### src/rtl/regfile_port_arbiter.sv
// rtl/regfile_port_arbiter.sv - round-robin arbiter sharing the register-file decode path
// between the operand read port and the integer/FP writeback ports.
module regfile_port_arbiter #(
    parameter int NUM_REGS = 16,
    parameter int ADDR_W   = 5,
    parameter int DATA_W   = 32
) (
    input  logic              clk,
    input  logic              rst,
    input  logic              rd_valid,
    input  logic [31:0]       rd_instr,
    output logic              rd_ready,
    output logic              rd_done,
    input  logic              wb0_valid,
    input  logic [ADDR_W-1:0] wb0_addr,
    input  logic [DATA_W-1:0] wb0_data,
    output logic              wb0_ready,
    input  logic              wb1_valid,
    input  logic [ADDR_W-1:0] wb1_addr,
    input  logic [DATA_W-1:0] wb1_data,
    output logic              wb1_ready,
    output logic              wb_err,
    output logic [31:0]       rf_instruction,
    output logic              rf_we,
    output logic [ADDR_W-1:0] rf_addr3,
    output logic [DATA_W-1:0] rf_data_in
);
    localparam logic [ADDR_W:0] REG_LIMIT = (ADDR_W+1)'(NUM_REGS);

    logic [1:0]        last;
    logic [2:0]        req;
    logic [2:0]        gnt;
    logic [ADDR_W-1:0] wr_addr;
    logic [DATA_W-1:0] wr_data;
    logic              wr_in_range;
    logic              rd_pend;

    assign req = {wb1_valid, wb0_valid, rd_valid};

    // Search starts one past the last winner; nobody is granted while in reset.
    always_comb begin
        gnt = 3'b000;
        if (!rst) begin
            case (last)
                2'd0: begin
                    if (req[1])      gnt = 3'b010;
                    else if (req[2]) gnt = 3'b100;
                    else if (req[0]) gnt = 3'b001;
                end
                2'd1: begin
                    if (req[2])      gnt = 3'b100;
                    else if (req[0]) gnt = 3'b001;
                    else if (req[1]) gnt = 3'b010;
                end
                default: begin
                    if (req[0])      gnt = 3'b001;
                    else if (req[1]) gnt = 3'b010;
                    else if (req[2]) gnt = 3'b100;
                end
            endcase
        end
    end

    assign rd_ready  = gnt[0];
    assign wb0_ready = gnt[1];
    assign wb1_ready = gnt[2];

    assign wr_addr     = gnt[2] ? wb1_addr : wb0_addr;
    assign wr_data     = gnt[2] ? wb1_data : wb0_data;
    assign wr_in_range = {1'b0, wr_addr} < REG_LIMIT;

    always_ff @(posedge clk) begin
        if (rst) begin
            last           <= 2'd2;
            rf_instruction <= '0;
            rf_we          <= 1'b0;
            rf_addr3       <= '0;
            rf_data_in     <= '0;
            rd_pend        <= 1'b0;
            rd_done        <= 1'b0;
            wb_err         <= 1'b0;
        end else begin
            rf_we   <= 1'b0;
            wb_err  <= 1'b0;
            rd_pend <= gnt[0];
            rd_done <= rd_pend;

            if (gnt[0])      last <= 2'd0;
            else if (gnt[1]) last <= 2'd1;
            else if (gnt[2]) last <= 2'd2;

            // rf_instruction only moves on a read so idle cycles keep re-reading rs/rt.
            if (gnt[0]) begin
                rf_instruction <= rd_instr;
            end else if (gnt[1] || gnt[2]) begin
                if (wr_in_range) begin
                    rf_we      <= 1'b1;
                    rf_addr3   <= wr_addr;
                    rf_data_in <= wr_data;
                end else begin
                    wb_err <= 1'b1;
                end
            end
        end
    end
endmodule

### config.mk
export PLATFORM = sky130hd
export DESIGN_NAME = regfile_port_arbiter
export DESIGN_NICKNAME = d
export VERILOG_FILES = /design/src/rtl/regfile_port_arbiter.sv
export SDC_FILE = /design/constraint.sdc
export NUM_CORES = 1
export LEC_CHECK = 0
export ABC_AREA = 0
export ABC_CLOCK_PERIOD_IN_PS = 2170
export BUFFER_PORTS_ARGS = -buffer_cell sky130_fd_sc_hd__buf_2
export CAP_MARGIN = 20
export CORE_MARGIN = 5
export CORE_UTILIZATION = 44
export CTS_BUF_LIST = sky130_fd_sc_hd__clkbuf_16
export CTS_CLUSTER_SIZE = 16
export DETAILED_ROUTE_END_ITERATION = 8
export PLACE_DENSITY = 0.83
export SKIP_LAST_GASP = 1
export SLEW_MARGIN = 20
export SYNTH_ARGS = -nofsm -noshare
export SYNTH_HDL_FRONTEND = slang
export SYNTH_SLANG_ARGS = --single-unit
### constraint.sdc
create_clock -name clk -period 2.17 [get_ports clk]
set_input_delay 0.3255 -clock clk [delete_from_list [all_inputs] [get_ports clk]]
set_output_delay 0.3255 -clock clk [all_outputs]
set_load 0.1 [all_outputs]
# After elaboration in Yosys (flattened, before gate mapping)
# Cells that the tools add are included.
# totals
output_inout_bits,75
regBits,75
input_bits,111
# op_classes
reduce_logical,7
n_eq_ne,1
magnitude_cmp,1
n_mux,18
bitwise,2
# ops
op,count
two-way mux 32 bit,1
two-way mux 3 bit,7
two-way mux 2 bit,5
case mux 3 bit (2 select lines),1
less-than comparator 5 bit (second input constant),1
two-way mux 5 bit,1
two-way mux 1 bit,3
AND reduction 3 bit,1
nonzero test 3 bit,1
OR reduction 3 bit,1
== test 2 x 1 -> 1 bit (second input constant),1
zero test 2 bit,1
inverter 1 bit,2
nonzero test 2 bit,1
OR reduction 2 bit,1
logical OR 1 bit,1

# Logic depth before layout (Yosys ltp)
# Gate-level depths: netlist of the first run.
# depth
word_depth,8
ltp_mapped,9
ltp_nobuf,6

# Worst setup path before layout of the first run
# No wires, ideal clock.
# synth_timing
kind,input to output
from,in wb0_valid
to,out rd_ready
slack_ns,-0.292
arrival_time_ns,2.137
cell_stages,5
required_ns,1.845
path_buffers,1
cell_sequence,nor2b_4 -> nor2_1 -> o21ai_1 -> buf_2 -> nor2_1
# synth_via
elab_chain_cells,4
elab_cells_between_ends,5
cone_classes,5 x mux
# synth_lines
element,line_no,source
start: declaration,14,"input logic wb0_valid,"
two-way mux 3 bit,57,else if (req[1]) gnt = 3'b010;
two-way mux 3 bit,56,if (req[0]) gnt = 3'b001;
case mux 3 bit (2 select lines) (*),44,case (last)
two-way mux 3 bit (*),43,if (!rst) begin
end: declaration,12,"output logic rd_ready,"
# Every way passes the cells marked *; elsewhere a longest branch is shown, timed or not.

# Final worst setup path of the first run
# layout_timing
from,reg last[1]
to,out wb0_ready
# layout_via
elab_chain_cells,3
elab_cells_between_ends,4
cone_classes,1 x eq/ne; 2 x mux; 1 x reduce/logical
# layout_lines
element,line_no,source
start: declaration,30,logic [1:0] last;
start signal: assignment,74,last <= 2'd2;
start signal: assignment,88,if (gnt[0]) last <= 2'd0;
start signal: assignment,89,else if (gnt[1]) last <= 2'd1;
== test 2 x 1 -> 1 bit / zero test 2 bit (equally long branches),44,
case mux 3 bit (2 select lines) (*),44,
two-way mux 3 bit (*),43,
end: declaration,17,"output logic wb0_ready,"
# Marked as above.

==> out/metrics.sh, run 1 <==
TIMING.REG2REG.SETUP_SLACK_NS=0.43
PLACED_CELLS_INCL_TAPS=636
ASYNC_RESET_FF_SHARE_PCT=0
COMBINATIONALPOWERSHARE_PCT=27.8
FINAL_HOLD_VIOL_COUNT=0
GRT_START_MAX_NET_PINS=41
YOSYS.AREA_SHARE.ADDER_PCT=0
POWER_mW=4.27
VIASPERCELL=5.09
CRITICAL_PATH.STARTPOINT_TYPE='flip-flop'
FLOORPLAN.INITIALDENSITY_PCT=45.2
POST_SYNTH_INST_COUNT=375
FIRST_GLOBAL_VIAS=3243
SEQUENTIAL_CELL_AREA_UM2=1500
GLOBALROUTEOVERFLOWTOTAL=0
GRT_FIRST_PASS_WIRELENGTH_MM=14.4
CTS-HTREE-LEVELS=3
SYNTHMUXAREASHARE_PCT=0
FF2FF_PATH_DEPTH=7
FINALCLOCKSKEW_NS=0.00375
AREA.GROWTH.SYNTH_TO_FINAL_PCT=39.1
TOTALWIRELENGTH_MM=9.55
SETUP_VIOL_COUNT_FINAL=0
YOSYS_WARNINGS=0
INITIALDRTVIOLATIONCOUNT=118
CTS.CLK_SLEW.WORST_PATHS_NS=0.06
HOLDCRITSTARTPOINT='rd_instr[19]'
DIE_HEIGHT_UM=96.6
AVGSYNTHCELLAREA_UM2=8.80
SYNTHXORXNORAREAFRAC_PCT=0
IO_PINS=186
LAYOUT_MIN_CYCLE_TIME_NS=1.96
CLOCK_SINKS=75
POST_SYNTH_NUM_CELL_TYPES=31
INSTANCES_NO_FILL=652
POST_CTS_HOLD_BUFFER_COUNT=0
MULTIINPUTGATEAREA_UM2=1490
POSTCTSSETUPBUFFERS=0
NETLIST_TOP_CELLS_COUNT='100 x nand2_1, 75 x dfxtp_1, 37 x inv_1, 36 x a22oi_1, 32 x a21oi_1'
ROUTED-VIA-COUNT=3319
DRT_PASS1_ITERATIONS=4
MAPPEDNETLISTNETS=486
PEAKVDDDROP_mV=0.540
FINALWORSTSETUPSLACK_NS=0.206
SYNTH_TOP_CELL_AREA_SHARE_PCT=45.5
TIMING.SETUP.CRITICAL_PATH_CLASS='flip-flop to output port'
FINALMAXSLEWVIOLATIONS=0
FINAL_NET_COUNT=659
SHARE_OF_THE_SYNTHESIZED_AREA_IN_COMPOUND_GATES_AO_OA_AOI_OAI_PCT=30.2
GP_CONGESTION=0.751
MIN_PATH_TYPE='primary input to flip-flop'
P_LEAK_nW=2.35
WORST_HOLD_PATH_STAGE_COUNT=3
WORSTPATHMAXFANOUT=8
FMAX_GHz=0.509
POWER.CLOCK.FRACTION_PCT=36.7
CRIT-REG2REG-CAPTURE='rf_data_in[2]'
GRT.TOTAL_USAGE_PCT=19.6
FLOORPLAN.DIE_AREA_UM2=9330
FP.COREAREA_UM2=7290
CELL_INTERNAL_PWR_mW=2.73
ACTUAL_SLEW_AT_THE_WORST_MAX_SLEW_PIN_NS=0.509
SW_PWR_mW=1.54
SYNTHTOPCELLSBYAREA='dfxtp_1 46%, a221oi_2 13%, nand2_1 11%, a22oi_1 8.2%, a21oi_1 4.9%'
RR_STARTPOINT='last[0]'
INITIAL_ANTENNA_VIOLATION_COUNT=0
CP-END-KIND='output port'
CLOCK_TREE_ROOT_DRIVER_CELL='clkbuf_16'
CTS_TREE='done'
YOSYS.CELL_COUNT.TOP_TYPE='nand2_1'
TNS_NS=0
ANTENNA_VIOLATING_NETS_POST_ROUTE=0
HPWL_MM=7.07
HOLD-PATH-ENDPOINT='rf_instruction[19]'
TIMING.MAX_SLEW.REL_SLACK_PCT=66.3
MOST_FREQUENTLY_USED_FLOP_MASTER_AFTER_SYNTHESIS='dfxtp_1'
CTS_MAX_PATH_BUFFERS=2
SYNTH_TOP_FAMILY_BY_AREA='compound AO/OA/AOI/OAI gates'
WL_PER_CELL_UM=14.7
N_ANTENNA_CELL=0
SYNTH_EDF_COUNT=0
UTILIZATION_PCT=62.9
SYNTH.LARGEST_AREA_CELL='dfxtp_1'
SEQ_AREA_FRAC_SYNTH_PCT=45.5
PLACEMENT.SETUP.WORST_SLACK_NS=0.287
SYNTH_SIMPLE_GATE_AREA_SHARE_PCT=14.8
POSTSYNTHREGISTERBITS=75
RSZ0062_AT_GRT='no'
MIN_PERIOD_OVER_PERIOD_PCT=90.5
PORT-BUFFER-COUNT=185
POWER_PER_CELL_AREA_nW_PER_UM2=930
SYNTHESIS.AREA_UM2=3300
DIE_W_UM=96.6
SEQUENTIALPOWERSHARE_PCT=35.6
NUMBER_OF_MAXIMUM_CAPACITANCE_CONSTRAINT_VIOLATIONS=0
TOTAL_CTS_BUFFERS=9
CLOCK_LATENCY_NS=0.32
DRT_DRC_VIOLATIONS_LEFT=0
REQUIRED_NS=1.84
STD_CELL_ROWS=31
CP_DATA_ARRIVAL_TIME_NS=1.64
DRIVE_GT1_SHARE_PCT=44.7
N_FILL_CELL=645
OUTCOME='finished, final reports clean'
SWITCHING_PORTION_OF_TOTAL_POWER_PCT=36.0
==> worst max-delay path by stage <==
stage | cells past startpoint | end | startpoint | slack, ns
floorplan | 5 | rd_ready | wb0_valid | 0.17
global route | 4 | wb0_ready | last[1] | 0.08
detailed placement | 8 | rf_data_in[2] | wb0_valid | 0.29
finish | 4 | wb0_ready | last[1] | 0.21
global placement | 8 | rf_data_in[3] | wb0_valid | 0.35
CTS | 4 | wb0_ready | last[1] | 0.1
==> kinds of logic after synthesis <==
kind of cell / count (synthesis)
buffers and inverters: 71
AOI/OAI and AO/OA: 113
and+or+nand+nor: 116
DFF: 75
==> routing by layer <==
layer  GRT usage [%]  wire length [um]  up-vias
met5               0                 0        -
met4            7.13               127        0
met3            7.44              1110       12
met2            34.4              4600      148
met1            21.4              3710     1519
li1                -                 -     1640
==> layout by cell type (no fill, tap or decap) <==
cell	synthesis	final
a211oi_1	1	1
buf_12	0	1
o22ai_1	1	1
nor2_1	6	5
clkinvlp_4	0	3
clkinv_2	0	2
o22a_1	1	1
nor2_2	0	1
a221oi_2	28	28
nor3b_1	2	2
nand2b_1	1	1
buf_4	3	8
o22ai_2	1	1
clkbuf_16	0	9
and3b_1	1	1
inv_2	2	2
a22o_1	1	1
a221oi_1	8	8
nor2b_4	1	1
a221o_1	1	1
dfxtp_1	75	75
buf_2	6	184
bufinv_16	0	2
nand2_2	1	1
a21boi_0	1	1
nand2_1	100	100
a22oi_1	36	36
o21ai_2	0	1
and2_2	0	1
a21oi_1	32	32
nand3b_4	1	1
nor2b_1	2	2
inv_1	37	37
o21a_1	1	1
clkbuf_4	0	1
==> sequential cells by signal, summed over array words and instances (netlist names) <==
signal	cells
rf_data_in	32
rf_instruction	32
rf_addr3	5
last	2
rd_done	1
rd_pend	1
rf_we	1
wb_err	1
==> critical path, cell delays in order, from the launching register on <==
cell,delay [ns]
dfxtp_1,0.50
nor2b_1,0.12
o22ai_1,0.15
and3b_1,0.20
clkbuf_4,0.34
==> timing repair <==
item,CTS,global route
endpoints found under the setup margin,0,1
hold endpoints to repair,0,0
resized for setup,0,1
==> area by class of cell <==
type,instances,share of cell area [%]
Clock buffer,9,4.91
Clock inverter,7,2.02
Inverter,39,3.19
Multi-Input combinational cell,229,32.5
Sequential cell,75,32.7
Tap cell,99,2.70
Timing Repair Buffer,194,22.0
==> metrics by stage <==
step / instance area (um^2) / hold WS (ns)
6_report: 4590 / 0.236
3_3_place_gp: 4270 / 0.437
4_1_cts: 4580 / 0.226
5_1_grt: 4590 / 0.222
2_1_floorplan: 3300 / 0.414
3_5_place_dp: 4270 / 0.427
==> power by group through the flow <==
stage          Clock (mW)  Combinational, mW  Sequential (mW)
6_report             1.56               1.18             1.52
3_5_place_dp            0               1.19             1.55
3_3_place_gp            0               1.17             1.54
2_1_floorplan           0              0.323             2.16
5_1_grt              1.67               1.25             1.53
4_1_cts              1.60               1.19             1.52
No activity file was read; power rests on OpenSTA's default activity.
==> run 2, diff against run 1 <==
- CORE_ASPECT_RATIO: unset -> 1.2
==> run 2 against run 1 <==
Compared with the run above: die area hardly changed; power is 3.4% lower; first-iteration DRC count is 39% higher; clock-buffer cell count stayed put; critical endpoint unchanged; final cell count is 1.1% lower; critical path depth stayed put; worst setup slack worse by 0.0098 ns; via count is 1.4% higher.
==> out/metrics.sh, run 2 (synthesis gave the netlist of run 1 again) <==
SW_PWR_mW=1.59
GRT_START_MAX_NET_PINS=74
ACTUAL_SLEW_AT_THE_WORST_MAX_SLEW_PIN_NS=0.928
PATH_BUF_INV=1
TOTAL_CTS_BUFFERS=9
POST_CTS_HOLD_BUFFER_COUNT=0
MIN_PERIOD_OVER_PERIOD_PCT=90.9
FINALCLOCKSKEW_NS=0.00671
CP_DATA_ARRIVAL_TIME_NS=1.65
FMAX_GHz=0.507
LAYOUT.CELLS.MOST_COMMON='buf_2'
CTS.CLK_SLEW.WORST_PATHS_NS=0.07
GP_CONGESTION=0.786
CTS_MAX_PATH_BUFFERS=2
CTS-RESIZED-GATES=0
STD_CELL_ROWS=34
FP.COREAREA_UM2=7270
NUMBER_OF_MAXIMUM_CAPACITANCE_CONSTRAINT_VIOLATIONS=0
N_FILL_CELL=617
POWER_PER_CELL_AREA_nW_PER_UM2=896
WL_PER_CELL_UM=15.0
ROUTED-VIA-COUNT=3367
P_LEAK_nW=2.35
DRT_PASS1_ITERATIONS=4
INITIAL_ANTENNA_VIOLATION_COUNT=0
TNS_NS=0
FLOORPLAN.DIE_AREA_UM2=9330
MULTIINPUTGATEAREA_UM2=1490
DRIVE_GT1_SHARE_PCT=44.9
PORT-BUFFER-COUNT=185
FLOORPLAN.INITIALDENSITY_PCT=45.3
COMBINATIONALPOWERSHARE_PCT=29.1
ANTENNA_VIOLATING_NETS_POST_ROUTE=0
PLACEMENT.SETUP.WORST_SLACK_NS=0.327
CRITICAL_PATH.STARTPOINT_TYPE='flip-flop'
MIN_PATH_TYPE='primary input to flip-flop'
CTS_TREE='done'
FINALMAXSLEWVIOLATIONS=0
CTS-HTREE-LEVELS=3
REQUIRED_NS=1.84
TIMING.SETUP.CRITICAL_PATH_CLASS='flip-flop to output port'
CRIT_FAMILY='flip-flops'
CRITPATHSLOWESTCELL='dfxtp_1'
TIMING.CRITICAL_PATH.SLOWEST_CELL_DELAY_NS=0.49
GLOBALROUTEOVERFLOWTOTAL=0
LAYOUT_COMMON_CELLS='183 x buf_2, 100 x nand2_1, 75 x dfxtp_1'
RSZ0062_AT_GRT='no'
CLOCK_TREE_ROOT_DRIVER_CELL='clkbuf_16'
AREA.GROWTH.SYNTH_TO_FINAL_PCT=39.4
WORSTPATHMAXFANOUT=8
INITIALDRTVIOLATIONCOUNT=164
HPWL_MM=7.11
CRITICAL_PATH.CELL_CHAIN='nor2b_1 -> o22ai_1 -> and3b_1 -> clkbuf_4'
FINALWORSTSETUPSLACK_NS=0.197
OUTCOME='finished, final reports clean'
SEQUENTIAL_CELL_AREA_UM2=1500
TIMING.MAX_SLEW.REL_SLACK_PCT=38.1
SEQUENTIALPOWERSHARE_PCT=36.8
GRT.TOTAL_USAGE_PCT=20.4
SETUP_VIOL_COUNT_FINAL=0
UTILIZATION_PCT=63.2
FINISH.INSTANCE_AREA_UM2=4600
FINAL_NET_COUNT=661
GRT_FIRST_PASS_WIRELENGTH_MM=15.4
POST_DP_AREA_UM2=4310
TOP_REGS='rf_data_in: 32 flops, rf_instruction: 32 flops, rf_addr3: 5 flops'
PEAKVDDDROP_mV=0.793
POSTCTSSETUPBUFFERS=0
SWITCHING_PORTION_OF_TOTAL_POWER_PCT=38.6
DIE_HEIGHT_UM=105
IO_PINS=186
CLOCK_SINKS=75
CP-END-KIND='output port'
FIRST_GLOBAL_VIAS=3355
TIMING.HOLD.WS_NS=0.230
LAYOUT_MIN_CYCLE_TIME_NS=1.97
N_ANTENNA_CELL=0
TOTALWIRELENGTH_MM=9.71
POWER.CLOCK.FRACTION_PCT=34.1
DRT_DRC_VIOLATIONS_LEFT=0
FINAL_HOLD_VIOL_COUNT=0
DIE_W_UM=89.0
CLOCK_LATENCY_NS=0.32
CELL_INTERNAL_PWR_mW=2.53
VIASPERCELL=5.22
[run 2: per-layer routing]
metal,wire length (um),GRT usage (%),share of wire [%]
met2,4890,34.9,50
met4,86,5.53,0.89
met5,0,0,0
met1,3700,23.1,38
met3,1030,8.43,11
[run 2: worst paths after layout]
kind,start,endpoint,slack [ns],depth (start not counted)
setup / recovery,last[1],wb0_ready,0.20,4
setup reg to reg,last[1],rf_addr3[3],0.46,6
hold / removal,rd_instr[11],rf_instruction[11],0.23,3
hold reg to reg,rf_instruction[10],rf_instruction[10],0.45,2
[run 2: per-stage QoR]
step / total power [mW] / std cells
final: 4.12 / 645
after global routing: 4.31 / 645
after CTS: 4.16 / 645
after detailed placement: 2.75 / 629
after global placement: 2.73 / 629
after floorplan: 2.49 / 375
[run 2: tightest hold or removal path: cells and delay by family]
kind | cells | cell delay (ns)
compound gates | 1 | 0.05
simple gates | 1 | 0.04
buf+inv | 1 | 0.09
[run 2: area by class of cell]
cell class	instances	share of cell area (%)
clock buffer	9	4.90
clock inverter	7	1.31
sequential	75	32.7
inverter	39	3.18
multi-input combinational	229	32.4
tap	90	2.45
timing repair buffer	196	23.1
[run 2: power groups by stage]
stage / Clock (mW) / Sequential [mW] / Combinational, mW
global placement: 0 / 1.54 / 1.19
global route: 1.53 / 1.53 / 1.26
detailed placement: 0 / 1.55 / 1.20
finish: 1.41 / 1.52 / 1.20
floorplan: 0 / 2.16 / 0.323
CTS: 1.44 / 1.52 / 1.20
